$ cat src/rtl/sprite_pkg.sv
// ============================================================================
// Module      : sprite_pkg
// Description : Shared colour constants, default colour width and the
//               grid-cell clamp/wrap contract for the sprite cell engine.
// Revision    : 1.0 - initial release
// ============================================================================
`default_nettype none

package sprite_pkg;

    localparam int c_COLOR_W = 3;

    localparam logic [c_COLOR_W-1:0] c_BLACK   = 3'b000;
    localparam logic [c_COLOR_W-1:0] c_BLUE    = 3'b001;
    localparam logic [c_COLOR_W-1:0] c_GREEN   = 3'b010;
    localparam logic [c_COLOR_W-1:0] c_CYAN    = 3'b011;
    localparam logic [c_COLOR_W-1:0] c_RED     = 3'b100;
    localparam logic [c_COLOR_W-1:0] c_MAGENTA = 3'b101;
    localparam logic [c_COLOR_W-1:0] c_YELLOW  = 3'b110;
    localparam logic [c_COLOR_W-1:0] c_WHITE   = 3'b111;

    // Absolute loads saturate to the last cell. Relative moves instead wrap:
    // result = (base + delta) mod limit, always in 0..limit-1 (see grid_wrap_add).
    function automatic int unsigned clampToGrid(input int unsigned value,
                                                input int unsigned limit);
        return (value < limit) ? value : limit - 1;
    endfunction

endpackage

`default_nettype wire

$ cat src/rtl/grid_wrap_add.sv
// ============================================================================
// Module      : grid_wrap_add
// Description : Signed cell step with true non-negative modulo LIMIT wrap.
// Revision    : 1.0 - initial release
// ============================================================================
`default_nettype none

module grid_wrap_add #(
    parameter int GRID_BITS = 6,
    parameter int LIMIT     = 40
) (
    input  logic [GRID_BITS-1:0] iBase,
    input  logic [GRID_BITS-1:0] iDelta,
    output logic [GRID_BITS-1:0] oSum
);

    localparam int c_SW = GRID_BITS + 3;
    localparam logic signed [c_SW-1:0] c_LIMIT = c_SW'(LIMIT);

    logic signed [c_SW-1:0] w_sum0;
    logic signed [c_SW-1:0] w_sum1;
    logic signed [c_SW-1:0] w_sum2;
    logic [2:0]             w_unusedHi;

    // With base < LIMIT and LIMIT >= 2^(GRID_BITS-2), the raw sum lies in
    // (-2*LIMIT, 3*LIMIT), so two correction stages always suffice.
    assign w_sum0 = $signed({3'b000, iBase}) + c_SW'($signed(iDelta));

    assign w_sum1 = w_sum0[c_SW-1]      ? w_sum0 + c_LIMIT :
                    (w_sum0 >= c_LIMIT) ? w_sum0 - c_LIMIT : w_sum0;

    assign w_sum2 = w_sum1[c_SW-1]      ? w_sum1 + c_LIMIT :
                    (w_sum1 >= c_LIMIT) ? w_sum1 - c_LIMIT : w_sum1;

    assign {w_unusedHi, oSum} = w_sum2;

endmodule

`default_nettype wire

$ cat src/rtl/sprite_cell_engine.sv
// ============================================================================
// Module      : sprite_cell_engine
// Description : SIZE x SIZE grid-cell sprite overlay with registered pixel
//               output. Optional per-frame auto-motion: SPRITE_AUTOMOVE_EN.
// Revision    : 1.0 - initial release
// ============================================================================
`default_nettype none

module sprite_cell_engine
    import sprite_pkg::*;
#(
    parameter int                   SIZE      = 16,
    parameter int                   GRID_BITS = 6,
    parameter int                   GRID_W    = 40,
    parameter int                   GRID_H    = 30,
    parameter int                   COLOR_W   = c_COLOR_W,
    parameter logic [COLOR_W-1:0]   COLOR_RST = COLOR_W'(c_BLUE),
    parameter int                   VEL_BITS  = 3
) (
    input  logic                 Clock,
    input  logic                 Reset,
    input  logic [9:0]           iColumnCount,
    input  logic [9:0]           iRowCount,
    input  logic                 iEnable,
    input  logic [COLOR_W-1:0]   iColorBack,
    input  logic                 iChangePos,
    input  logic                 iAbsolute,
    input  logic [GRID_BITS-1:0] iSetX,
    input  logic [GRID_BITS-1:0] iSetY,
    input  logic [COLOR_W-1:0]   iNewColor,
    input  logic                 iSetColor,
    input  logic                 iFrameTick,
    input  logic                 iSetVel,
    input  logic [VEL_BITS-1:0]  iVelX,
    input  logic [VEL_BITS-1:0]  iVelY,
    output logic [COLOR_W-1:0]   oRGB,
    output logic                 oHit
);

    localparam int c_SIZE_LOG = $clog2(SIZE);
    localparam int c_PW_RAW   = GRID_BITS + c_SIZE_LOG + 1;
    localparam int c_PW       = (c_PW_RAW > 11) ? c_PW_RAW : 11;

    logic [GRID_BITS-1:0] r_posX;
    logic [GRID_BITS-1:0] r_posY;
    logic [COLOR_W-1:0]   r_color;

    logic [GRID_BITS-1:0] w_deltaX;
    logic [GRID_BITS-1:0] w_deltaY;
    logic [GRID_BITS-1:0] w_wrapX;
    logic [GRID_BITS-1:0] w_wrapY;
    logic [GRID_BITS-1:0] w_absX;
    logic [GRID_BITS-1:0] w_absY;
    logic                 w_autoStep;

`ifdef SPRITE_AUTOMOVE_EN
    logic [VEL_BITS-1:0] r_velX;
    logic [VEL_BITS-1:0] r_velY;

    // One adder per axis serves both relative commands and frame motion.
    assign w_deltaX   = iChangePos ? iSetX : GRID_BITS'($signed(r_velX));
    assign w_deltaY   = iChangePos ? iSetY : GRID_BITS'($signed(r_velY));
    assign w_autoStep = iFrameTick;

    always_ff @(posedge Clock) begin
        if (Reset) begin
            r_velX <= '0;
            r_velY <= '0;
        end else if (iSetVel) begin
            r_velX <= iVelX;
            r_velY <= iVelY;
        end
    end
`else
    logic w_unusedMotion;

    assign w_deltaX       = iSetX;
    assign w_deltaY       = iSetY;
    assign w_autoStep     = 1'b0;
    assign w_unusedMotion = ^{iFrameTick, iSetVel, iVelX, iVelY};
`endif

    grid_wrap_add #(
        .GRID_BITS (GRID_BITS),
        .LIMIT     (GRID_W)
    ) u_wrapX (
        .iBase  (r_posX),
        .iDelta (w_deltaX),
        .oSum   (w_wrapX)
    );

    grid_wrap_add #(
        .GRID_BITS (GRID_BITS),
        .LIMIT     (GRID_H)
    ) u_wrapY (
        .iBase  (r_posY),
        .iDelta (w_deltaY),
        .oSum   (w_wrapY)
    );

    assign w_absX = GRID_BITS'(clampToGrid(32'(iSetX), GRID_W));
    assign w_absY = GRID_BITS'(clampToGrid(32'(iSetY), GRID_H));

    // Pixel bounds are widened so off-screen cells never alias onto the screen.
    logic [c_PW-1:0] w_colStart;
    logic [c_PW-1:0] w_rowStart;
    logic [c_PW-1:0] w_col;
    logic [c_PW-1:0] w_row;
    logic            w_hit;

    assign w_colStart = c_PW'(r_posX) << c_SIZE_LOG;
    assign w_rowStart = c_PW'(r_posY) << c_SIZE_LOG;
    assign w_col      = c_PW'(iColumnCount);
    assign w_row      = c_PW'(iRowCount);

    assign w_hit = (w_col >= w_colStart) && (w_col < w_colStart + c_PW'(SIZE)) &&
                   (w_row >= w_rowStart) && (w_row < w_rowStart + c_PW'(SIZE));

    always_ff @(posedge Clock) begin
        if (Reset) begin
            r_posX  <= '0;
            r_posY  <= '0;
            r_color <= COLOR_RST;
            oRGB    <= '0;
            oHit    <= 1'b0;
        end else begin
            if (iChangePos) begin
                r_posX <= iAbsolute ? w_absX : w_wrapX;
                r_posY <= iAbsolute ? w_absY : w_wrapY;
            end else if (w_autoStep) begin
                r_posX <= w_wrapX;
                r_posY <= w_wrapY;
            end
            if (iSetColor) begin
                r_color <= iNewColor;
            end
            oHit <= iEnable && w_hit;
            oRGB <= (iEnable && w_hit) ? r_color : iColorBack;
        end
    end

endmodule

`default_nettype wire

$ cat config.mk
export PLATFORM = sky130hd
export DESIGN_NAME = sprite_cell_engine
export DESIGN_NICKNAME = d
export VERILOG_FILES = /design/src/rtl/sprite_pkg.sv /design/src/rtl/grid_wrap_add.sv /design/src/rtl/sprite_cell_engine.sv
export SDC_FILE = /design/constraint.sdc
export NUM_CORES = 1
export LEC_CHECK = 0
export CAP_MARGIN = 20
export CORE_MARGIN = 1.5
export CORE_UTILIZATION = 45
export DETAILED_ROUTE_END_ITERATION = 6
export PLACE_DENSITY = 0.7
export SKIP_CTS_REPAIR_TIMING = 1
export SYNTH_ARGS = -nofsm -noshare
export SYNTH_HDL_FRONTEND = slang
export SYNTH_SLANG_ARGS = --single-unit
$ cat constraint.sdc
create_clock -name Clock -period 8.3 [get_ports Clock]
set_input_delay 2.075 -clock Clock [delete_from_list [all_inputs] [get_ports Clock]]
set_output_delay 2.075 -clock Clock [all_outputs]
set_load 0.01 [all_outputs]
==> impl_metrics.json, run 1 <==
{
  "start_util_pct": 47.3,
  "synth_edf_count": 0,
  "antenna_found_initial": 0,
  "groute.usage.overall_pct": 19.8,
  "cp.buffers_inverters": 3,
  "hold_ws_ns": 0.493,
  "worst_slew_pin_slew_ns": 0.793,
  "fp.dieArea_sq_um": 7740,
  "hold_viol": 0,
  "via_count": 3154,
  "finalInstanceArea_sq_um": 3820,
  "cts.sinks": 19,
  "fin_crit_sh_pct": 71.7,
  "ys_seq_area_share_pct": 11.7,
  "hold_class": "reg -> reg",
  "cp_top_family": "adder cells",
  "fill_cells": 656,
  "ir_drop_mv": 0.198,
  "ys_ff_latch": 19,
  "powerDensity_nw_per_um2": 344,
  "cp_num_cells": 17,
  "finalSetupTns_ns": 0,
  "synth_nets": 510,
  "antennaDiodeCount": 0,
  "clk_latency_ns": 0.25,
  "cpMostUsedCell": "ha_1",
  "drive_gt1_share_pct": 6.71,
  "final_cells": 543,
  "drc": 0,
  "reg2regPathDepth": 16,
  "slew_headroom_pct": 47.0,
  "dpl.hpwl_microns": 6420,
  "required_ns": 8.48,
  "core.rowCount": 30,
  "grt_max_degree": 26,
  "setup_viol": 0,
  "io_buffers": 47,
  "cts-buffers-inserted": 3,
  "vias_per_cell": 5.81,
  "finish.utilization_pct": 55.6,
  "yosysWarnings": 0,
  "placedCellCount": 539,
  "io_pins": 56,
  "whs_path_depth": 2,
  "die_h_microns": 88.0,
  "cp-start-kind": "input port",
  "gp_congestion": 0.821,
  "grt_pass1_wl_microns": 12600,
  "syn_area_per_cell_sq_um": 7.98,
  "placed_area_sq_um": 3770,
  "run_status": "finished, final reports clean",
  "fin_worst_skew_ns": 0.00170,
  "gr-total-overflow": 0,
  "syn2layout_area_growth_pct": 17.5,
  "period_needed_ns": 5.95,
  "maxCapViolations": 0,
  "timing.fmax_mhz": 168,
  "nets": 551,
  "synthesis.area_sq_um": 3250,
  "cp_max_fo": 6,
  "end_kind": "register",
  "first_global_vias": 2846,
  "cp_slowest_stage_delay_ns": 0.42,
  "first_iter_violations": 215,
  "path_clk_slew_ns": 0.07,
  "cpMaxStageDelayCell": "clkdlybuf4s50_1",
  "rsz0062_at_grt": "false",
  "die-width_microns": 88.0,
  "crit_chain": "clkdlybuf4s50_1 > ha_1 > fa_1 > a21oi_1 > o21bai_1 > xor2_1 > inv_1 > ha_1 > a21boi_0 > o21a_1 > nand2_1 > xnor2_1 > inv_1 > ha_1 > or3_1 > o2bb2ai_1 > o2bb2ai_1",
  "crit_type": "in -> reg",
  "htree_levels": 1,
  "cts_tree": "yes",
  "wl_per_cell_microns": 14.4,
  "drv_slew": 0,
  "first_pass_iters": 4,
  "p_leak_uw": 0.00153,
  "synth.distinct_cells": 80,
  "drt_wl_total_microns": 7840,
  "synth-main-ff-cell": "dfxtp_1",
  "worstPathArrival_ns": 6.13,
  "coreArea_sq_um": 6870,
  "root_buffer": "clkbuf_8",
  "cts.path.max_buffers": 2,
  "async_reset_ff_share_pct": 0,
  "ant_nets": 0,
  "syn_inst": 407
}
==> cell usage in the layout, fill, tap and decap left out, drive strengths merged, types with 5 or more instances in the layout <==
| cell type | count |
|---|---|
| a21o | 10 |
| a21oi | 17 |
| a31oi | 7 |
| clkdlybuf4s50 | 47 |
| dfxtp | 19 |
| ha | 49 |
| inv | 34 |
| mux2i | 9 |
| nand2 | 26 |
| nand3 | 21 |
| nand4 | 8 |
| nor2 | 28 |
| nor2b | 5 |
| nor3 | 11 |
| o211ai | 5 |
| o21a | 14 |
| o21ai | 21 |
| o22ai | 8 |
| o31ai | 5 |
| or4 | 5 |
| xnor2 | 18 |
| xor2 | 6 |
==> worst paths after layout <==
| check | startpoint | end | slack, ns |
|---|---|---|---|
| setup reg to reg | r_posX[0] | r_posX[5] | 4.24 |
| hold reg to reg | r_color[0] | r_color[0] | 0.49 |
| setup / recovery | iSetX[0] | r_posX[5] | 2.35 |
| hold / removal | r_color[0] | r_color[0] | 0.49 |
==> registers in the layout (all words and copies together) (netlist names) <==
signal	cells
r_posX	6
r_color	3
oRGB	3
oHit	1
r_posY	6
==> where the power goes <==
| part | internal, uW | switching (uW) | leakage [uW] |
|---|---|---|---|
| sequential | 112 | 27.0 | 0.000157 |
| combinational | 468 | 645 | 0.00135 |
| clock | 34.1 | 29.0 | 0.0000228 |
==> area by class of cell <==
cell class	count	area, sq um	share of cell area, %
multi-input combinational	343	2680	70.1
inverter	34	128	3.34
tap	96	120	3.15
sequential	19	380	9.96
timing repair buffer	47	470	12.3
clock buffer	4	45.0	1.18
==> cell families after synthesis <==
family	synth area share (%)
and+or+nand+nor	21.1
AOI/OAI and AO/OA	30.4
adders and majority gates	20.1
buffers and inverters	5.97
xor gates and xnor gates	6.93
DFF	11.7
muxes	3.81
==> layer usage <==
metal  vias up  wire [microns]  global-route usage, %
met5         -               0                      0
met4         0              58                   4.91
met3         6             256                   1.32
met2        72            3580                   33.4
met1      1464            3940                   27.4
li1       1612               -                      -
==> per-stage QoR <==
step	setup WS, ns	power [uW]
after global routing	1.98	1430
after CTS	2.40	1300
after detailed placement	2.18	1230
after global placement	2.26	1200
final	2.35	1320
after floorplan	3.11	1030
==> worst reg2reg max path: stages, from the launching register on <==
cell	delay, ns
dfxtp_1	0.37
ha_1	0.24
fa_1	0.40
a21oi_1	0.22
o21bai_1	0.10
xor2_1	0.41
inv_1	0.17
ha_1	0.23
a21boi_0	0.24
o21a_1	0.19
nand2_1	0.08
xnor2_1	0.34
inv_1	0.11
ha_1	0.24
or3_1	0.38
o2bb2ai_1	0.15
o2bb2ai_1	0.14
==> synth_stat cells (4+ instances only) <==
cell / count / area (sq um)
ha_1: 49 / 613
inv_1: 33 / 124
nor2_1: 27 / 101
nand2_1: 26 / 97.6
nand3_1: 20 / 100
dfxtp_1: 19 / 380
xnor2_1: 17 / 149
o21ai_0: 16 / 80.1
a21oi_1: 15 / 75.1
o21a_1: 13 / 97.6
nor3_1: 11 / 55.1
a21o_1: 10 / 75.1
mux2i_1: 9 / 90.1
nand4_1: 8 / 50.1
a31oi_1: 7 / 43.8
clkbuf_1: 6 / 22.5
o22ai_1: 6 / 37.5
nor2b_1: 5 / 31.3
o211ai_1: 5 / 37.5
xor2_1: 5 / 43.8
nand2b_1: 4 / 25.0
o2bb2ai_1: 4 / 35.0
or4_1: 4 / 30.0
(Power assumes the default switching activity.)
==> run 2: changes to the inputs <==
clock period = 5.95 ns   (was 8.3 ns; I/O delays follow)
==> run 2 against run 1 <==
Net effect:
- non-clock buffer count up 1
- register-to-register slack worse by 2.3 ns
- critical path type unchanged
- power up 40%
- worst hold slack lost 0.0086 ns
- wire length increased by 0.36%
- first-iteration DRC count shrank 22%
- clock skew barely moved
- final area increased by 0.20%
- sequential share of layout area about the same
==> impl_metrics.json, run 2 (synthesis results as in run 1) <==
{
  "run_status": "finished, final reports clean",
  "antenna_found_initial": 0,
  "finish.utilization_pct": 55.7,
  "worst_slew_pin_slew_ns": 0.798,
  "clk_latency_ns": 0.25,
  "drv_slew": 0,
  "setup_viol": 0,
  "cts.path.max_buffers": 2,
  "layout_commonest_cell": "ha_1",
  "finalInstanceArea_sq_um": 3830,
  "cts-buffers-inserted": 3,
  "required_ns": 6.09,
  "layout_common_cells": "ha_1, clkdlybuf4s50_1, inv_1, nor2_1, nand2_1",
  "slew_headroom_pct": 46.6,
  "die_h_microns": 88.0,
  "placedCellCount": 540,
  "first_iter_violations": 168,
  "hold_class": "reg -> reg",
  "final_cells": 544,
  "crit_chain": "clkdlybuf4s50_1 > ha_1 > fa_1 > a21oi_1 > o21bai_1 > xor2_1 > inv_1 > ha_1 > a21boi_0 > o21a_1 > mux2i_1 > o21ai_0 > inv_1 > ha_1 > mux2_2 > o2bb2ai_1 > o2bb2ai_1",
  "maxCapViolations": 0,
  "syn2layout_area_growth_pct": 17.8,
  "cp-start-kind": "input port",
  "groute.usage.overall_pct": 20.6,
  "drc": 0,
  "start_util_pct": 47.3,
  "placed_area_sq_um": 3780,
  "rsz0062_at_grt": "false",
  "vias_per_cell": 5.73,
  "timing.fmax_mhz": 187,
  "cts_tree": "yes",
  "core.rowCount": 30,
  "cpMaxStageDelayCell": "o21ai_0",
  "hold_viol": 0,
  "grt_max_degree": 26,
  "cpMostUsedCell": "ha_1",
  "finalSetupTns_ns": 0,
  "gr-total-overflow": 0,
  "drt_wl_total_microns": 7870,
  "cp_slowest_stage_delay_ns": 0.45,
  "grt_pass1_wl_microns": 13000,
  "end_kind": "register",
  "wl_per_cell_microns": 14.5,
  "first_pass_iters": 4,
  "crit_type": "in -> reg",
  "root_buffer": "clkbuf_8",
  "fin_worst_skew_ns": 0.00162,
  "powerDensity_nw_per_um2": 480,
  "ir_drop_mv": 0.358,
  "worstPathArrival_ns": 5.48,
  "nets": 552,
  "die-width_microns": 88.0,
  "cts.sinks": 19,
  "io_pins": 56,
  "fin_crit_sh_pct": 89.7,
  "fp.dieArea_sq_um": 7740,
  "top_regs": "r_posX (6), r_posY (6)",
  "ant_nets": 0,
  "coreArea_sq_um": 6870,
  "gp_congestion": 0.813,
  "dpl.hpwl_microns": 6540,
  "first_global_vias": 2913,
  "p_leak_uw": 0.00154,
  "drive_gt1_share_pct": 6.92,
  "path_clk_slew_ns": 0.07,
  "antennaDiodeCount": 0,
  "cp_max_fo": 6,
  "htree_levels": 1,
  "io_buffers": 47,
  "via_count": 3116,
  "dp_slack_ns": 0.389,
  "period_needed_ns": 5.34,
  "fin_ws_ns": 0.611
}
==> run 2: changes by cell type in the layout (fill, tap and decap cells not counted), sizes merged <==
| cell | previous run | this run |
|---|---|---|
| buf | 0 | 1 |
==> run 2: cell type report <==
class,instances,area [sq um]
multi-input cells,343,2680
inverters,34,128
well taps,96,120
flip-flops and latches,19,380
fillers,675,3040
clock buffers,4,45.0
repair buffers,48,478
==> run 2: path summary, 6_finish.rpt <==
kind | from | to | slack [ns] | depth (start not counted)
worst min-delay path | r_color[0] | r_color[0] | 0.48 | 2
worst max-delay path | iSetX[0] | r_posX[5] | 0.61 | 17
worst max register to register | r_posX[0] | r_posX[5] | 1.90 | 16
worst min register to register | r_color[0] | r_color[0] | 0.48 | 2
==> run 2: power breakdown <==
part	switching, uW	internal, uW	total [uW]	leakage (uW)
Combinational	897	658	1560	0.00136
Sequential	36.9	156	193	0.000157
Clock	40.8	47.6	88.3	0.0000228
Total	975	862	1840	0.00154
==> run 2: critical path: cells and delay by family <==
kind	cells	cell delay [ns]
AOI/OAI and AO/OA	7	1.43
xor gates and xnor gates	1	0.44
adders and majority gates	4	1.10
buffers and inverters	3	0.69
muxes	2	0.34
==> run 2: stage by stage <==
stage                     hold slack [ns]  power [uW]
final                               0.485        1840
after global routing                0.516        2020
after CTS                           0.491        1830
after detailed placement            0.476        1730
after global placement              0.471        1690
after floorplan                     0.441        1430
==> run 2: metal layers <==
layer	wire length, microns	vias to the layer above	track usage (%)
met5	0	-	0
met4	48	0	4.33
met1	3880	1441	28.1
met3	315	6	1.32
li1	-	1607	-
met2	3620	62	35.6
==> run 3: changes to the inputs <==
HOLD_SLACK_MARGIN = 0.15   (was default)
==> results of run 3 <==
No change in the layout: final DEF, timing and power equal those of run 2.
==> RTL edit 1, RTL diff (settings of run 2) <==
Add a define of `SPRITE_AUTOMOVE_EN`.
--- a/src/rtl/sprite_cell_engine.sv
+++ b/src/rtl/sprite_cell_engine.sv
@@ -5,6 +5,8 @@
 // Revision    : 1.0 - initial release
 // ============================================================================
 `default_nettype none
+
+`define SPRITE_AUTOMOVE_EN
 
 module sprite_cell_engine
     import sprite_pkg::*;
Check against the original RTL: not equivalent (Yosys sat finds a counterexample within 4 cycles, from zero or initial values and one cycle with Reset high).
==> RTL edit 1 against run 2 <==
Design area up 10%; worst setup slack lost 270 ps; hold slack improved by 14 ps; clock skew rose by 1.6 ps; total power is 1.5% lower; area after synthesis rose by 5.9%; wire length is 7.6% higher; sequential cell count rose by 6; register-to-register slack got worse by 30 ps; critical path type unchanged; largest cell class unchanged; highest routed layer unchanged.
==> RTL edit 1: results (changes against run 2) <==
[run_status]
outcome=completed

[synthesis]
synthMuxAreaShare_pct=6.29  ; +2.5 points
syn_inst=421  ; +3.4%
synth_commonest_cells=49 x ha_1, 35 x inv_1, 34 x nor2_1
synthXorXnorAreaFrac_pct=7.31  ; +0.38 points
seq_area_frac_synth_pct=14.6  ; +2.8 points
synthAdderAreaFrac_pct=19.0  ; -1.1 points
syn-num-nets=524  ; +2.7%

[sta]
tightestPinTransition_ps=844  ; +46.3 ps
clock_skew_ps=3.23  ; +1.61 ps

[worst_setup_path]
critPathLaunch=iChangePos
cp_max_fo=4  ; -2
cp_slowest_cell=clkdlybuf4s50_1
r2r_setup_slack_ps=1870  ; -30 ps
reg2reg_from=r_velX[0]
critPathCapture=r_posX[3]
arrival_ps=5790  ; +310 ps

[global_route]
grt_max_degree=28  ; +7.7%
grt_pass1_wl_mm=14.2  ; +9.5%
track_usage_pct=20.5  ; -0.084 points
grt_pass1_vias=3195  ; +9.7%

[power_and_ir_drop]
ir_worst_vdd_uv=288  ; -20%
p_sw_share_pct=49.5  ; -3.5 points
power_clock_mw=0.107  ; +21%
seqPwrFrac_pct=13.6  ; +3.1 points
p_leak_nw=1.80  ; +17%

[detailed_routing]
drt-initial-drc-count=144  ; -14%
routedWlPerCell_um=14.6  ; +0.96%

[clocking]
worstSkewPairLatency_ps=270  ; +20 ps
clk_pin_slew_ps=90  ; +20 ps

[cells_and_area]
nets=585  ; +6.0%
multi_input_area_um2=2750  ; +2.7%

[worst_hold_path]
hold_start=r_velX[0]

[place]
dpl-instance-area_um2=4160  ; +10%
gp_congestion=0.841  ; +3.5%
hpwl_mm=7.03  ; +7.6%

[die]
die_area_um2=8180  ; +5.6%

RTL edit 1: changes by cell type after synthesis, sizes merged, moves of 6 or more:
cell           run 2  this run
dfxtp             19        25
nand4              8         2
nor3              11        22
a211oi             2         8
nor2              28        34
mux2i              9        17
RTL edit 1: metal layers:
metal  wire, µm  GRT usage, %
met1       4140          28.5
met2       3780          34.0
met3        455          2.86
met4         91          3.44
met5          0             0
RTL edit 1: per-stage QoR:
| stage | setup WS, ps | hold slack, ps |
|---|---|---|
| finish | 340 | 498 |
| global route | 36.1 | 538 |
| floorplan | 439 | 455 |
| CTS | 372 | 506 |
| detailed placement | 97.5 | 481 |
| global placement | 200 | 477 |
RTL edit 1: cell type report:
cell class	count	area share (%)
clock inverter	1	0.208
multi-input combinational	347	65.3
timing repair buffer	68	15.4
tap	99	2.94
inverter	37	3.30
sequential	25	11.9
clock buffer	3	0.981
==> RTL edit 2, RTL diff (flow settings as in run 2) <==
Made on the original files. Register the output `oRGB` once more, cleared by the reset; this adds one clock of latency there. The other outputs are not delayed to match.
--- a/src/rtl/sprite_cell_engine.sv
+++ b/src/rtl/sprite_cell_engine.sv
@@ -40,6 +40,8 @@
     localparam int c_SIZE_LOG = $clog2(SIZE);
     localparam int c_PW_RAW   = GRID_BITS + c_SIZE_LOG + 1;
     localparam int c_PW       = (c_PW_RAW > 11) ? c_PW_RAW : 11;
+
+    logic [COLOR_W-1:0] oRGB_s0;
 
     logic [GRID_BITS-1:0] r_posX;
     logic [GRID_BITS-1:0] r_posY;
@@ -121,7 +123,7 @@
             r_posX  <= '0;
             r_posY  <= '0;
             r_color <= COLOR_RST;
-            oRGB    <= '0;
+            oRGB_s0 <= '0;
             oHit    <= 1'b0;
         end else begin
             if (iChangePos) begin
@@ -135,7 +137,15 @@
                 r_color <= iNewColor;
             end
             oHit <= iEnable && w_hit;
-            oRGB <= (iEnable && w_hit) ? r_color : iColorBack;
+            oRGB_s0 <= (iEnable && w_hit) ? r_color : iColorBack;
+        end
+    end
+
+    always_ff @(posedge Clock) begin
+        if (Reset) begin
+            oRGB <= '0;
+        end else begin
+            oRGB <= oRGB_s0;
         end
     end
 
Formal check against the unedited RTL: not equivalent (Yosys sat finds a counterexample within 4 cycles, from zero or initial values and one cycle with Reset high).
==> RTL edit 2 against run 2 <==
Wire length down 5.2%; sequential cell count grew 3; non-clock buffer count up 12; largest power group unchanged; critical path depth unchanged; first-iteration DRC count down 25%; area after synthesis decreased by 2.9%; critical path type unchanged; sequential share of layout area increased by 1.5 points; total power decreased by 30%; design area up 0.78%; worst setup slack got worse by 240 ps; fmax fell by 4.2%.
==> RTL edit 2: results (changes against run 2) <==
[worst_setup_path]
arrival_ps=5740  ; +260 ps
critPathLaunch=iSetY[0]
critPathMaxStageDelay_ps=610  ; +160 ps
critPathCapture=r_posY[4]
cp_max_fo=5  ; -1
reg2reg_from=r_posY[0]
r2r_setup_slack_ps=1590  ; -310 ps
cp_slowest_cell=fa_1

[place]
hpwl_mm=6.01  ; -8.1%
placedCellCount=532  ; -1.5%
gp_congestion=0.896  ; +10%

[run_status]
outcome=completed

[synthesis]
postSynthAreaPerCell_um2=8.19  ; +2.6%
seq_area_frac_synth_pct=14.0  ; +2.3 points
synth.area.top_cells=ha_1 19%, dfxtp_1 14%, xnor2_1 5.3%
ys_types=74  ; -7.5%
syn-num-nets=488  ; -4.3%
synth_commonest_cells=49 x ha_1, 36 x inv_1, 28 x nor2_1

[detailed_routing]
drt-initial-drc-count=126  ; -25%
post_drt_via_cell_ratio=5.55  ; -3.2%
routed_wl_mm=7.46  ; -5.2%
vias=2973  ; -4.6%

[sta]
relSlewSlack_pct=51.3  ; +4.7 points
holdWs_ps=450  ; -35.0 ps
clock_skew_ps=8.10  ; +6.48 ps

[global_route]
grt_pass1_vias=2867  ; -1.6%
track_usage_pct=20.5  ; -0.12 points
grt_pass1_wl_mm=12.8  ; -1.4%
grt_max_degree=22  ; -15%

[worst_hold_path]
whs_endpoint=oRGB[1]
hold_start=oRGB_s0[1]
whs_path_depth=1  ; -1

[cells_and_area]
final_layout_size_suffix_gt1_share_pct=9.55  ; +2.6 points
nets=544  ; -1.4%
fill_cells=623  ; -7.7%

[clocking]
clk_pin_slew_ps=90  ; +20 ps

[power_and_ir_drop]
ir_worst_vdd_uv=203  ; -43%

==> RTL edit 2: cell families (layout without fill, tap and decap cells) <==
family | after synthesis | count (layout) | synth area share, %
flops | 22 | 22 | 14.0
mux | 11 | 11 | 3.57
simple gates | 115 | 115 | 18.8
xor+xnor | 23 | 23 | 7.10
buf+inv | 45 | 100 | 6.11
compound gates | 118 | 118 | 29.7
fa+ha+maj | 51 | 51 | 20.7
==> RTL edit 2: worst register-to-register path, stage by stage, from the launching register on <==
cell      delay (ps)
dfxtp_1          460
ha_1             220
inv_1             60
fa_1             610
inv_1            140
ha_1             290
a311oi_4         260
mux2_2           380
o21ai_2          130
inv_1             80
ha_1             220
a31oi_1          140
o31ai_1          150
a311oi_4         390
a22oi_1          160
or3_1            340
a41o_1           210
==> RTL edit 2: through the flow <==
stage	worst slack [ps]	total power, mW	util [%]	area [µm²]
detailed placement	133	1.14	55.7	3780
global placement	199	1.11	55.7	3780
global route	114	1.41	56.8	3860
floorplan	745	0.891	-	3150
CTS	402	1.28	56.8	3860
finish	376	1.28	56.8	3860
==> RTL edit 2: metal layers <==
layer,up-vias,track usage [%],share of wire (%)
met1,1369,28.7,51
met5,-,0,0
met4,0,3.52,0.56
met3,4,1.43,2.6
li1,1556,-,-
met2,44,34.9,45
==> RTL edit 2: layout make-up <==
class	count	area share, %
Multi-Input combinational cell	318	65.4
Clock buffer	3	1.07
Inverter	36	3.50
Tap cell	96	3.11
Clock inverter	1	0.779
Timing Repair Buffer	60	14.7
Sequential cell	22	11.4
==> RTL edit 2: power by group <==
part	internal, mW	switching, mW	total [mW]
Sequential	0.166	0.0236	0.190
Combinational	0.436	0.518	0.954
Clock	0.0899	0.0501	0.140
